**src/rtl/decode_stage.sv**
```systemverilog
// RV32I decode stage: holds one fetched instruction, reads the register file, bypasses writeback,
// builds the immediate, interlocks on outstanding loads and hands a registered bundle to execute.
module decode_stage #(
  parameter int              XLEN     = 32,
  parameter logic [XLEN-1:0] RESET_PC = '0
) (
  input  logic            clk,
  input  logic            rst,
  input  logic            flush_i,
  input  logic            if_valid_i,
  output logic            if_ready_o,
  input  logic [31:0]     if_instr_i,
  input  logic [XLEN-1:0] if_pc_i,
  output logic [4:0]      ar1o,
  output logic [4:0]      ar2o,
  input  logic [XLEN-1:0] r1i,
  input  logic [XLEN-1:0] r2i,
  input  logic            wb_we_i,
  input  logic [4:0]      wb_ar_i,
  input  logic [XLEN-1:0] wb_data_i,
  output logic            ex_valid_o,
  input  logic            ex_ready_i,
  output logic [XLEN-1:0] ex_pc_o,
  output logic [XLEN-1:0] ex_rs1_o,
  output logic [XLEN-1:0] ex_rs2_o,
  output logic [XLEN-1:0] ex_imm_o,
  output logic [4:0]      ex_rd_o,
  output logic [6:0]      ex_opcode_o,
  output logic [2:0]      ex_funct3_o,
  output logic            ex_funct7b5_o,
  output logic            ex_illegal_o
);

  localparam logic [6:0] OP_LOAD   = 7'b0000011;
  localparam logic [6:0] OP_FENCE  = 7'b0001111;
  localparam logic [6:0] OP_IMM    = 7'b0010011;
  localparam logic [6:0] OP_AUIPC  = 7'b0010111;
  localparam logic [6:0] OP_STORE  = 7'b0100011;
  localparam logic [6:0] OP_REG    = 7'b0110011;
  localparam logic [6:0] OP_LUI    = 7'b0110111;
  localparam logic [6:0] OP_BRANCH = 7'b1100011;
  localparam logic [6:0] OP_JALR   = 7'b1100111;
  localparam logic [6:0] OP_JAL    = 7'b1101111;
  localparam logic [6:0] OP_SYSTEM = 7'b1110011;

  function automatic logic [XLEN-1:0] imm_gen(input logic [31:0] ins);
    logic [XLEN-1:0] imm;
    imm = '0;
    case (ins[6:0])
      OP_LOAD, OP_IMM, OP_JALR, OP_SYSTEM:
        imm = {{20{ins[31]}}, ins[31:20]};
      OP_STORE:
        imm = {{20{ins[31]}}, ins[31:25], ins[11:7]};
      OP_BRANCH:
        imm = {{19{ins[31]}}, ins[31], ins[7], ins[30:25], ins[11:8], 1'b0};
      OP_LUI, OP_AUIPC:
        imm = {ins[31:12], 12'h000};
      OP_JAL:
        imm = {{11{ins[31]}}, ins[31], ins[19:12], ins[20], ins[30:21], 1'b0};
      default:
        imm = '0;
    endcase
    return imm;
  endfunction

  function automatic logic is_legal(input logic [6:0] op);
    case (op)
      OP_LOAD, OP_FENCE, OP_IMM, OP_AUIPC, OP_STORE, OP_REG,
      OP_LUI, OP_BRANCH, OP_JALR, OP_JAL, OP_SYSTEM: return 1'b1;
      default: return 1'b0;
    endcase
  endfunction

  function automatic logic uses_rs1(input logic [6:0] op);
    case (op)
      OP_LOAD, OP_IMM, OP_JALR, OP_SYSTEM, OP_STORE, OP_REG, OP_BRANCH: return 1'b1;
      default: return 1'b0;
    endcase
  endfunction

  function automatic logic uses_rs2(input logic [6:0] op);
    case (op)
      OP_STORE, OP_REG, OP_BRANCH: return 1'b1;
      default: return 1'b0;
    endcase
  endfunction

  // x0 reads as zero; a same-cycle writeback beats the (stale) regfile read.
  function automatic logic [XLEN-1:0] sel_operand(input logic [4:0] rs,
                                                  input logic [XLEN-1:0] rf_data,
                                                  input logic we,
                                                  input logic [4:0] ar,
                                                  input logic [XLEN-1:0] data);
    if (rs == 5'd0)           return '0;
    else if (we && ar == rs)  return data;
    else                      return rf_data;
  endfunction

  logic            d_valid_q, d_valid_d;
  logic [31:0]     d_instr_q, d_instr_d;
  logic [XLEN-1:0] d_pc_q, d_pc_d;

  logic            ex_valid_q, ex_valid_d;
  logic [XLEN-1:0] ex_pc_q, ex_pc_d;
  logic [XLEN-1:0] ex_rs1_q, ex_rs1_d;
  logic [XLEN-1:0] ex_rs2_q, ex_rs2_d;
  logic [XLEN-1:0] ex_imm_q, ex_imm_d;
  logic [4:0]      ex_rd_q, ex_rd_d;
  logic [6:0]      ex_opcode_q, ex_opcode_d;
  logic [2:0]      ex_funct3_q, ex_funct3_d;
  logic            ex_funct7b5_q, ex_funct7b5_d;
  logic            ex_illegal_q, ex_illegal_d;

  logic            pending_q, pending_d;
  logic [4:0]      pend_rd_q, pend_rd_d;

  logic [6:0] d_op;
  logic [4:0] d_rs1, d_rs2, d_rd;
  logic       pend_clr, hazard, adv, if_ready;

  assign d_op  = d_instr_q[6:0];
  assign d_rd  = d_instr_q[11:7];
  assign d_rs1 = d_instr_q[19:15];
  assign d_rs2 = d_instr_q[24:20];

  // A writeback that retires the pending load releases the interlock in the same cycle.
  assign pend_clr = pending_q && wb_we_i && (wb_ar_i == pend_rd_q);
  assign hazard   = pending_q && !pend_clr &&
                    ((uses_rs1(d_op) && d_rs1 != 5'd0 && d_rs1 == pend_rd_q) ||
                     (uses_rs2(d_op) && d_rs2 != 5'd0 && d_rs2 == pend_rd_q));
  assign adv      = d_valid_q && !hazard && (!ex_valid_q || ex_ready_i);
  assign if_ready = !d_valid_q || adv;

  always_comb begin
    d_valid_d     = d_valid_q;
    d_instr_d     = d_instr_q;
    d_pc_d        = d_pc_q;
    ex_valid_d    = ex_valid_q;
    ex_pc_d       = ex_pc_q;
    ex_rs1_d      = ex_rs1_q;
    ex_rs2_d      = ex_rs2_q;
    ex_imm_d      = ex_imm_q;
    ex_rd_d       = ex_rd_q;
    ex_opcode_d   = ex_opcode_q;
    ex_funct3_d   = ex_funct3_q;
    ex_funct7b5_d = ex_funct7b5_q;
    ex_illegal_d  = ex_illegal_q;
    pending_d     = pending_q;
    pend_rd_d     = pend_rd_q;

    if (flush_i) begin
      d_valid_d  = 1'b0;
      ex_valid_d = 1'b0;
      pending_d  = 1'b0;
    end else begin
      if (if_valid_i && if_ready) begin
        d_valid_d = 1'b1;
        d_instr_d = if_instr_i;
        d_pc_d    = if_pc_i;
      end else if (adv) begin
        d_valid_d = 1'b0;
      end

      if (adv) begin
        ex_valid_d    = 1'b1;
        ex_pc_d       = d_pc_q;
        ex_rs1_d      = sel_operand(d_rs1, r1i, wb_we_i, wb_ar_i, wb_data_i);
        ex_rs2_d      = sel_operand(d_rs2, r2i, wb_we_i, wb_ar_i, wb_data_i);
        ex_imm_d      = imm_gen(d_instr_q);
        ex_rd_d       = d_rd;
        ex_opcode_d   = d_op;
        ex_funct3_d   = d_instr_q[14:12];
        ex_funct7b5_d = d_instr_q[30];
        ex_illegal_d  = !is_legal(d_op);
      end else if (ex_ready_i) begin
        ex_valid_d = 1'b0;
      end

      // A newly issued load takes precedence over a clear arriving in the same cycle.
      if (adv && d_op == OP_LOAD && d_rd != 5'd0) begin
        pending_d = 1'b1;
        pend_rd_d = d_rd;
      end else if (pend_clr) begin
        pending_d = 1'b0;
      end
    end
  end

  always_ff @(posedge clk or posedge rst) begin
    if (rst) begin
      d_valid_q     <= 1'b0;
      d_instr_q     <= '0;
      d_pc_q        <= '0;
      ex_valid_q    <= 1'b0;
      ex_pc_q       <= RESET_PC;
      ex_rs1_q      <= '0;
      ex_rs2_q      <= '0;
      ex_imm_q      <= '0;
      ex_rd_q       <= '0;
      ex_opcode_q   <= '0;
      ex_funct3_q   <= '0;
      ex_funct7b5_q <= 1'b0;
      ex_illegal_q  <= 1'b0;
      pending_q     <= 1'b0;
      pend_rd_q     <= '0;
    end else begin
      d_valid_q     <= d_valid_d;
      d_instr_q     <= d_instr_d;
      d_pc_q        <= d_pc_d;
      ex_valid_q    <= ex_valid_d;
      ex_pc_q       <= ex_pc_d;
      ex_rs1_q      <= ex_rs1_d;
      ex_rs2_q      <= ex_rs2_d;
      ex_imm_q      <= ex_imm_d;
      ex_rd_q       <= ex_rd_d;
      ex_opcode_q   <= ex_opcode_d;
      ex_funct3_q   <= ex_funct3_d;
      ex_funct7b5_q <= ex_funct7b5_d;
      ex_illegal_q  <= ex_illegal_d;
      pending_q     <= pending_d;
      pend_rd_q     <= pend_rd_d;
    end
  end

  assign if_ready_o    = if_ready;
  assign ar1o          = d_rs1;
  assign ar2o          = d_rs2;
  assign ex_valid_o    = ex_valid_q;
  assign ex_pc_o       = ex_pc_q;
  assign ex_rs1_o      = ex_rs1_q;
  assign ex_rs2_o      = ex_rs2_q;
  assign ex_imm_o      = ex_imm_q;
  assign ex_rd_o       = ex_rd_q;
  assign ex_opcode_o   = ex_opcode_q;
  assign ex_funct3_o   = ex_funct3_q;
  assign ex_funct7b5_o = ex_funct7b5_q;
  assign ex_illegal_o  = ex_illegal_q;

endmodule
```
**config.mk**
```make
export PLATFORM = sky130hd
export DESIGN_NAME = decode_stage
export DESIGN_NICKNAME = d
export VERILOG_FILES = /design/src/rtl/decode_stage.sv
export SDC_FILE = /design/constraint.sdc
export NUM_CORES = 1
export LEC_CHECK = 0
export BUFFER_PORTS_ARGS = -buffer_cell sky130_fd_sc_hd__buf_2
export CORE_UTILIZATION = 35
export CTS_CLUSTER_SIZE = 8
export DETAILED_ROUTE_END_ITERATION = 10
export PLACE_DENSITY = 0.61
export SYNTH_ARGS = -nofsm -noshare
export SYNTH_HDL_FRONTEND = slang
export SYNTH_SLANG_ARGS = --single-unit
export TNS_END_PERCENT = 30
```
**constraint.sdc**
```tcl
create_clock -name clk -period 6.29 [get_ports clk]
set_input_delay 0.3145 -clock clk [delete_from_list [all_inputs] [get_ports clk]]
set_output_delay 0.3145 -clock clk [all_outputs]
set_load 0.03 [all_outputs]
```
==> metrics.sh, run 1 <==
POST_ROUTE_CELLS_DRIVE_ABOVE_1_SHARE=0.3296
CLOCK-SKEW-FINAL_NS=0.009257
LEAKAGE_nW=6.211
SYNTH_COMMONEST_CELLS='dfrtp_1 (217), mux2_1 (194), mux2i_1 (85), nor2_1 (71), inv_1 (24)'
SLEW_VIOLATIONS=0
SYNTH-SEQ-CELLS=217
DETAILEDROUTE.FIRSTITERATIONVIOLATIONS=347
NUMCTSBUFFERS=31
FLOW.AREA_GROWTH_FROM_SYNTHESIS_PCT=32.51
PERIOD_SHARE=0.6375
WORST-SLEW-PIN-TRANSITION_NS=1.109
SYNTH_TOP_AREA_CELL='dfrtp_1'
CRITPATHLAUNCHTYPE='register'
CRIT_PATH_END_KIND='register'
IO_BUFFER_COUNT=327
ASYNC_FLOP_SHARE=1.000
CTS-HTREE-LEVELS=1
COMBPWRFRAC=0.274
TIMING.SLEW.HEADROOM=0.2589
TIMING.HOLD.WORST.START='if_pc_i[6]'
VIAS=7290
POWER_DENSITY_nW_PER_UM2=339.2
P_INT_mW=2.972
CTS-RESIZED-GATES=0
POST_DP_CELL_AREA_UM2=11870
FINAL_HOLD_VIOL_COUNT=0
FINALINSTANCEAREA_UM2=13290
POSTCTSSETUPBUFFERS=0
YS.WARNINGS.COUNT=0
ACHIEVABLE-FREQUENCY_MHz=249.4
GRT_FIRST_PASS_WIRELENGTH_UM=40970
PLACE_INST=1428
SYNTH_MOST_COMMON_CELL='dfrtp_1'
DESIGN.DIE.AREA_UM2=29340
FINAL_CELLS=1526
SYNTH_EDF_COUNT=0
GRT_START_MAX_NET_PINS=75
SEQPWRFRAC=0.411
CRIT-REG2REG-LAUNCH='d_instr_q[20]$_DFFE_PP0P_'
CLOCKPOWERSHARE=0.315
SYNTH-MAIN-FF-CELL='dfrtp_1'
INITIAL_CORE_UTIL=0.3582
CLOCK_SINK_COUNT=217
CLOCK_TREE_FROM_TRITONCTS='done'
CTSROOTBUFFERMASTER='clkbuf_16'
NUM_ROWS=61
DETAIL_ROUTE.WL_PER_CELL_UM=17.50
DESIGN.CORE.AREA_UM2=28010
WORST_SKEW_PAIR.LATE_LATENCY_NS=0.54
FLOORPLAN.IO_PINS=328
FF2FF_PATH_DEPTH=7
POST-DP-HPWL_UM=18600
ROUTE.DETAILED.DRC=0
DRT_PASS1_ITERATIONS=4
MAX-VDD-IR-DROP_mV=0.2490
FINAL_NET_COUNT=1317
ANT_NETS=0
SETUP.REG_TO_REG.WORST_SLACK_NS=2.28
WORST_SETUP_PATH_TYPE='reg2reg'
SETUP_VIOL_COUNT_FINAL=0
SYNTH.NET_COUNT=943
POST_SYNTHESIS_CELL_TYPE_COUNT=44
GLOBALPLACE.CONGESTION=0.7864
POST_SYNTH_MAIN_AREA_CONTRIBUTORS='dfrtp_1 (54%), mux2_1 (22%), mux2i_1 (8.5%)'
CP_DATA_ARRIVAL_TIME_NS=4.42
CRITICAL_PATH.MAX_FANOUT=52
DETAIL_ROUTE.VIAS_PER_CELL=4.777
SYNTHCELLS=772
TIMING.CRITICAL_PATH.REQUIRED_NS=6.70
WORST_SETUP_PATH_STARTPOINT='d_instr_q[20]$_DFFE_PP0P_'
GRT_OVERFLOW_TOTAL=0
WORST_R2R_ENDPOINT='ex_rs1_o[10]$_DFFE_PP0P_'
LAYOUT.FILLER_CELLS=2600
SYN-CELL-AREA_UM2=10030
CLKSLEWWORSTSETUPHOLDPATHS_NS=0.05
GRT_ANTENNA_BEFORE_REPAIR=2
CTS_BUFFER_DEPTH=3
CHIPWIDTH_UM=171.3
SETUP.WORST_PATH.END='ex_rs1_o[10]$_DFFE_PP0P_'
SETUP-TNS-FINAL_NS=0
POWER_SWITCHING_mW=1.537
WHS_NS=0.02615
DETAILED_ROUTE_WIRE_LENGTH_UM=26710
FINAL.MIN_CLOCK_PERIOD_NS=4.010
SYNTH_AREA_PER_CELL_UM2=12.99
GLOBAL_ROUTE.USAGE.TOTAL=0.1789
DIE_HEIGHT_UM=171.3
GRT_PASS1_VIAS=7500
SYNTH_SEQUENTIAL_AREA_RATIO=0.5413
TIMING.HOLD.WORST.CLASS='in2reg'
RSZ0062_AT_GRT='false'
NETSWITCHINGFRACTION=0.3409
AREA_FRACTION_OF_THE_DOMINANT_CELL_TYPE_AFTER_SYNTHESIS=0.5413
DRV.MAX_CAP_VIOLATION_COUNT=0
STATUS='completed'
[worst max-delay path, stage by stage (launching register included)]
cell	delay [ns]
dfrtp_1	0.50
or4_4	0.57
nor2_4	0.68
nor4_1	0.15
o211a_1	0.34
nor3_4	0.53
buf_4	0.68
mux2_1	0.39
[state kept, by name, indices dropped and copies added (netlist names), 3 cells and up]
| register | cells |
|---|---|
| ex_rd_o | 5 |
| ex_imm_o | 32 |
| d_instr_q | 32 |
| d_pc_q | 32 |
| ex_pc_o | 32 |
| pend_rd_q | 5 |
| ex_opcode_o | 7 |
| ex_funct3_o | 3 |
| ex_rs2_o | 32 |
| ex_rs1_o | 32 |
[per-layer routing]
metal | vias to the layer above | GRT usage | part of all wire
met5 | - | 0 | 0.00049
met4 | 2 | 0.04115 | 0.017
met3 | 39 | 0.06144 | 0.096
met2 | 268 | 0.2990 | 0.46
met1 | 3552 | 0.2217 | 0.42
li1 | 3429 | - | -
[per-stage QoR]
step / setup WS [ns] / utilization / total power, mW
after CTS: 2.209 / 0.4745 / 4.575
after floorplan: 0.03950 / - / 2.678
final: 2.280 / 0.4746 / 4.509
after global routing: 1.989 / 0.4745 / 4.750
after global placement: 2.272 / 0.4238 / 3.071
after detailed placement: 2.218 / 0.4238 / 3.091
[power by group through the flow]
| stage | Clock, mW | Sequential [mW] | Combinational, mW |
|---|---|---|---|
| 4_1_cts | 1.47 | 1.86 | 1.25 |
| 5_1_grt | 1.52 | 1.90 | 1.33 |
| 2_1_floorplan | 0 | 2.27 | 0.404 |
| 3_5_place_dp | 0 | 1.87 | 1.22 |
| 6_report | 1.42 | 1.85 | 1.23 |
| 3_3_place_gp | 0 | 1.86 | 1.21 |
[cell usage in the layout (no fill, tap or decap), types with 5 or more instances in the layout]
| cell | n |
|---|---|
| nor2_1 | 71 |
| nor2b_1 | 8 |
| buf_2 | 327 |
| buf_4 | 9 |
| nand2_1 | 8 |
| o21ai_0 | 6 |
| clkbuf_16 | 31 |
| dfrtp_1 | 217 |
| mux2i_1 | 85 |
| and3_1 | 7 |
| xor2_1 | 14 |
| inv_1 | 23 |
| xnor2_1 | 11 |
| a21oi_1 | 22 |
| dlygate4sd3_1 | 63 |
| mux2_1 | 194 |
| nor4_1 | 5 |
[worst min path at each step]
| stage | cells past startpoint | to |
|---|---|---|
| after floorplan | 1 | d_valid_q$_DFFE_PP0P_ |
| after global placement | 2 | d_pc_q[8]$_DFFE_PP0P_ |
| after detailed placement | 2 | d_pc_q[8]$_DFFE_PP0P_ |
| after CTS | 2 | d_pc_q[6]$_DFFE_PP0P_ |
| after global routing | 2 | d_pc_q[6]$_DFFE_PP0P_ |
| final | 2 | d_pc_q[6]$_DFFE_PP0P_ |
[area by class of cell]
class / count / area, µm² / area share
clock buffer: 33 / 783.3 / 0.05892
tap: 378 / 473.0 / 0.03558
antenna: 1 / 2.502 / 0.0001882
timing repair buffer: 399 / 2335 / 0.1756
sequential: 217 / 5430 / 0.4085
inverter: 24 / 97.59 / 0.007341
multi-input combinational: 473 / 4165 / 0.3133
clock inverter: 1 / 7.507 / 0.0005647
[logic make-up (layout without fill, tap and decap cells)]
group                  count (synthesis)  after routing  synth area share
AO/OA/AOI/OAI                         46             46           0.02869
XOR/XNOR                              25             25           0.02183
buffers and inverters                 82            457           0.04565
flip-flops                           217            217            0.5413
multiplexers                         279            279            0.3026
other                                  0              1                 0
AND/OR/NAND/NOR                      123            123           0.05999
[timing repair]
action,CTS,global route
hold buffers,63,0
setup endpoints to repair,0,0
hold endpoints to repair,134,0
(Power assumes the default switching activity.)
==> run 2: changes to the inputs <==
clock period = 3.2 ns   (was 6.29 ns; I/O delays follow)
==> run 2 against run 1 <==
Critical path depth up 1; setup slack worse by 2.1 ns; final cell count grew 7.4%; critical endpoint is now ex_rs1_o[28]$_DFFE_PP0P_.
==> metrics.sh, run 2 (synthesis gave the netlist of run 1 again) <==
STATUS='completed'
GRT_FIRST_PASS_WIRELENGTH_UM=44370  # +8.3%
LEAKAGE_nW=6.728  # +8.3%
FINAL_NET_COUNT=1430  # +8.6%
RSZ0062_AT_GRT='false'
COMBPWRFRAC=0.288  # +0.014
TIMING.CRITICAL_PATH.CELLS='xor2_1, nor4_1, and3_2, buf_12, mux2i_1, dlygate4sd3_1, nor2_1, mux2_1'
CTSROOTBUFFERMASTER='clkbuf_16'
CRIT_PATH_TOP_DELAY_CELL='dlygate4sd3_1'
CP.BUFFERS_INVERTERS=2  # +1
VIAS=7889  # +8.2%
WORST_HOLD_PATH.NUM_CELLS=4  # +2
DRV.MAX_CAP_VIOLATION_COUNT=0  # unchanged
CTS-HTREE-LEVELS=1  # unchanged
FLOORPLAN.IO_PINS=328  # unchanged
POWER_DENSITY_nW_PER_UM2=627.0  # +85%
POSTLAYOUTCOREUTIL=0.5165  # +0.04185
PERIOD_SHARE=0.9439  # +0.3064
HOLD-PATH-ENDPOINT='ex_rs1_o[19]$_DFFE_PP0P_'
DETAIL_ROUTE.WL_PER_CELL_UM=17.60  # +0.59%
GLOBALPLACE.CONGESTION=0.8128  # +3.4%
POST-DP-HPWL_UM=19360  # +4.1%
INITIAL_CORE_UTIL=0.3582  # unchanged
CLKSLEWWORSTSETUPHOLDPATHS_NS=0.05  # about the same
DETAIL_ROUTE.VIAS_PER_CELL=4.813  # +0.76%
CRITICAL-PATH-MAX-STAGE-DELAY_NS=0.59  # -0.09 ns
TIMING.HOLD.WORST.START='r1i[19]'
ACHIEVABLE-FREQUENCY_MHz=331.1  # +33%
PRE_CTS_SLACK_NS=0.2862  # -1.932 ns
FINAL_HOLD_VIOL_COUNT=0  # unchanged
FINAL.MIN_CLOCK_PERIOD_NS=3.020  # -0.9895 ns
CLOCKPOWERSHARE=0.312  # -0.003
DESIGN.DIE.AREA_UM2=29340  # unchanged
CRITICAL_PATH.MAX_FANOUT=14  # -73%
DESIGN.CORE.AREA_UM2=28010  # unchanged
GLOBAL_ROUTE.USAGE.TOTAL=0.1942  # +0.01525
CP_DATA_ARRIVAL_TIME_NS=3.45  # -0.97 ns
GRT_PASS1_VIAS=8179  # +9.1%
SETUP-TNS-FINAL_NS=0  # unchanged
SETUP_VIOL_COUNT_FINAL=0  # unchanged
POSTLAYOUTSETUPSLACKWORST_NS=0.1796  # -2.100 ns
WORST_R2R_ENDPOINT='ex_rs1_o[28]$_DFFE_PP0P_'
SEQPWRFRAC=0.400  # -0.011
GRT_OVERFLOW_TOTAL=0  # unchanged
TIMING.CRITICAL_PATH.REQUIRED_NS=3.63  # -3.07 ns
SETUP.REG_TO_REG.WORST_SLACK_NS=0.18  # -2.10 ns
CRIT_PATH_END_KIND='register'
GRT_START_MAX_NET_PINS=75  # unchanged
CLOCK-SKEW-FINAL_NS=0.01567  # +0.006413 ns
FF2FF_PATH_DEPTH=8  # +1
HIGHEST_COUNT_CELLS_IN_THE_LAYOUT_IGNORING_FILL_AND_TAPS='buf_2 (327), dfrtp_1 (217), mux2_1 (194)'
ROUTE.DETAILED.DRC=0  # unchanged
POST_ROUTE_CELLS_DRIVE_ABOVE_1_SHARE=0.3159  # -0.01368
WORST_SETUP_PATH_TYPE='reg2reg'
CRITICAL_PATH.TOP_DELAY_FAMILY='simple AND/OR/NAND/NOR gates'
DRT_PASS1_ITERATIONS=5  # +1
CLOCK_SINK_COUNT=217  # unchanged
FINAL_COMMON_CELL='buf_2'
WORST-SLEW-PIN-TRANSITION_NS=1.087  # -0.02203 ns
CRIT-REG2REG-LAUNCH='d_instr_q[19]$_DFFE_PP0P_'
GRT_ANTENNA_BEFORE_REPAIR=1  # -1
WORST_SKEW_PAIR.LATE_LATENCY_NS=0.55  # about the same
IO_BUFFER_COUNT=327  # unchanged
DETAILED_ROUTE_WIRE_LENGTH_UM=28850  # +8.0%
CHIPWIDTH_UM=171.3  # unchanged
POWER_SWITCHING_mW=3.097  # +100%
NUMCTSBUFFERS=31  # unchanged
FLOW.AREA_GROWTH_FROM_SYNTHESIS_PCT=44.20
TIMING.SLEW.HEADROOM=0.2751  # +0.01621
DIE_HEIGHT_UM=171.3  # unchanged
CLOCK_TREE_FROM_TRITONCTS='done'
MAX-VDD-IR-DROP_mV=0.5287  # +110%
DETAILEDROUTE.FIRSTITERATIONVIOLATIONS=356  # +2.6%
NETSWITCHINGFRACTION=0.3414  # +0.0005219
POST-LAYOUT-TOTAL-POWER_mW=9.070  # +100%
TIMING.HOLD.WORST.CLASS='in2reg'
NUM_ROWS=61  # unchanged
CRITPATHLAUNCHTYPE='register'
CTS_BUFFER_DEPTH=3  # unchanged
P_INT_mW=5.973  # +100%
ANT_NETS=0  # unchanged
SLEW_VIOLATIONS=0  # unchanged
==> run 2: tightest hold or removal path: stages <==
cell and delay, ns:
buf_2 0.08, mux2i_1 0.07, nor2_1 0.09, mux2_1 0.13
==> run 2: power by group through the flow <==
stage | Clock (mW) | Combinational [mW] | Sequential (mW)
after floorplan | 0 | 0.795 | 4.47
after global placement | 0 | 2.44 | 3.64
after detailed placement | 0 | 2.46 | 3.67
after CTS | 2.94 | 2.63 | 3.63
after global routing | 3.04 | 2.79 | 3.71
final | 2.83 | 2.61 | 3.63
==> run 2: how the worst max path moves through the flow <==
| stage | slack, ns | cells past startpoint | to | from |
|---|---|---|---|---|
| final | 0.18 | 8 | ex_rs1_o[28]$_DFFE_PP0P_ | d_instr_q[19]$_DFFE_PP0P_ |
| after detailed placement | 0.29 | 6 | d_instr_q[12]$_DFFE_PP0P_ | d_instr_q[19]$_DFFE_PP0P_ |
| after CTS | 0.25 | 8 | ex_rs1_o[21]$_DFFE_PP0P_ | d_instr_q[19]$_DFFE_PP0P_ |
| after floorplan | 0.21 | 1 | d_instr_q[0]$_DFFE_PP0P_ | rst |
| after global placement | 0.32 | 6 | d_pc_q[2]$_DFFE_PP0P_ | d_instr_q[15]$_DFFE_PP0P_ |
| after global routing | 0.09 | 8 | ex_rs1_o[22]$_DFFE_PP0P_ | d_instr_q[19]$_DFFE_PP0P_ |
==> run 2: layout make-up <==
| class | count | area, µm² |
|---|---|---|
| Inverter | 24 | 93.84 |
| Multi-Input combinational cell | 473 | 4165 |
| Clock buffer | 32 | 779.5 |
| Antenna cell | 1 | 2.502 |
| Clock inverter | 2 | 28.78 |
| Tap cell | 378 | 473.0 |
| Fill cell | 2492 | 13540 |
| Sequential cell | 217 | 5430 |
| Timing Repair Buffer | 512 | 3493 |
==> run 2: what timing repair did <==
item                                   4_1_cts  5_1_grt
resized for setup                            0        0
hold buffers                               157        0
setup buffers                                0        0
endpoints found under the hold margin      139        0
==> run 2: stage by stage <==
stage	std cells	hold slack, ns	cell area [µm²]
after floorplan	772	0.2231	10040
after global placement	1447	0.3060	12080
after detailed placement	1447	0.3116	12080
after CTS	1638	0.001803	14460
after global routing	1639	0.01388	14470
final	1639	0.02237	14470
==> run 2: routing by layer <==
metal / track usage / vias to the layer above / wire length (µm)
met5: 0 / - / 0
met4: 0.06483 / 0 / 877
met3: 0.05154 / 56 / 2359
met2: 0.3257 / 316 / 13510
met1: 0.2417 / 3862 / 12110
li1: - / 3655 / -
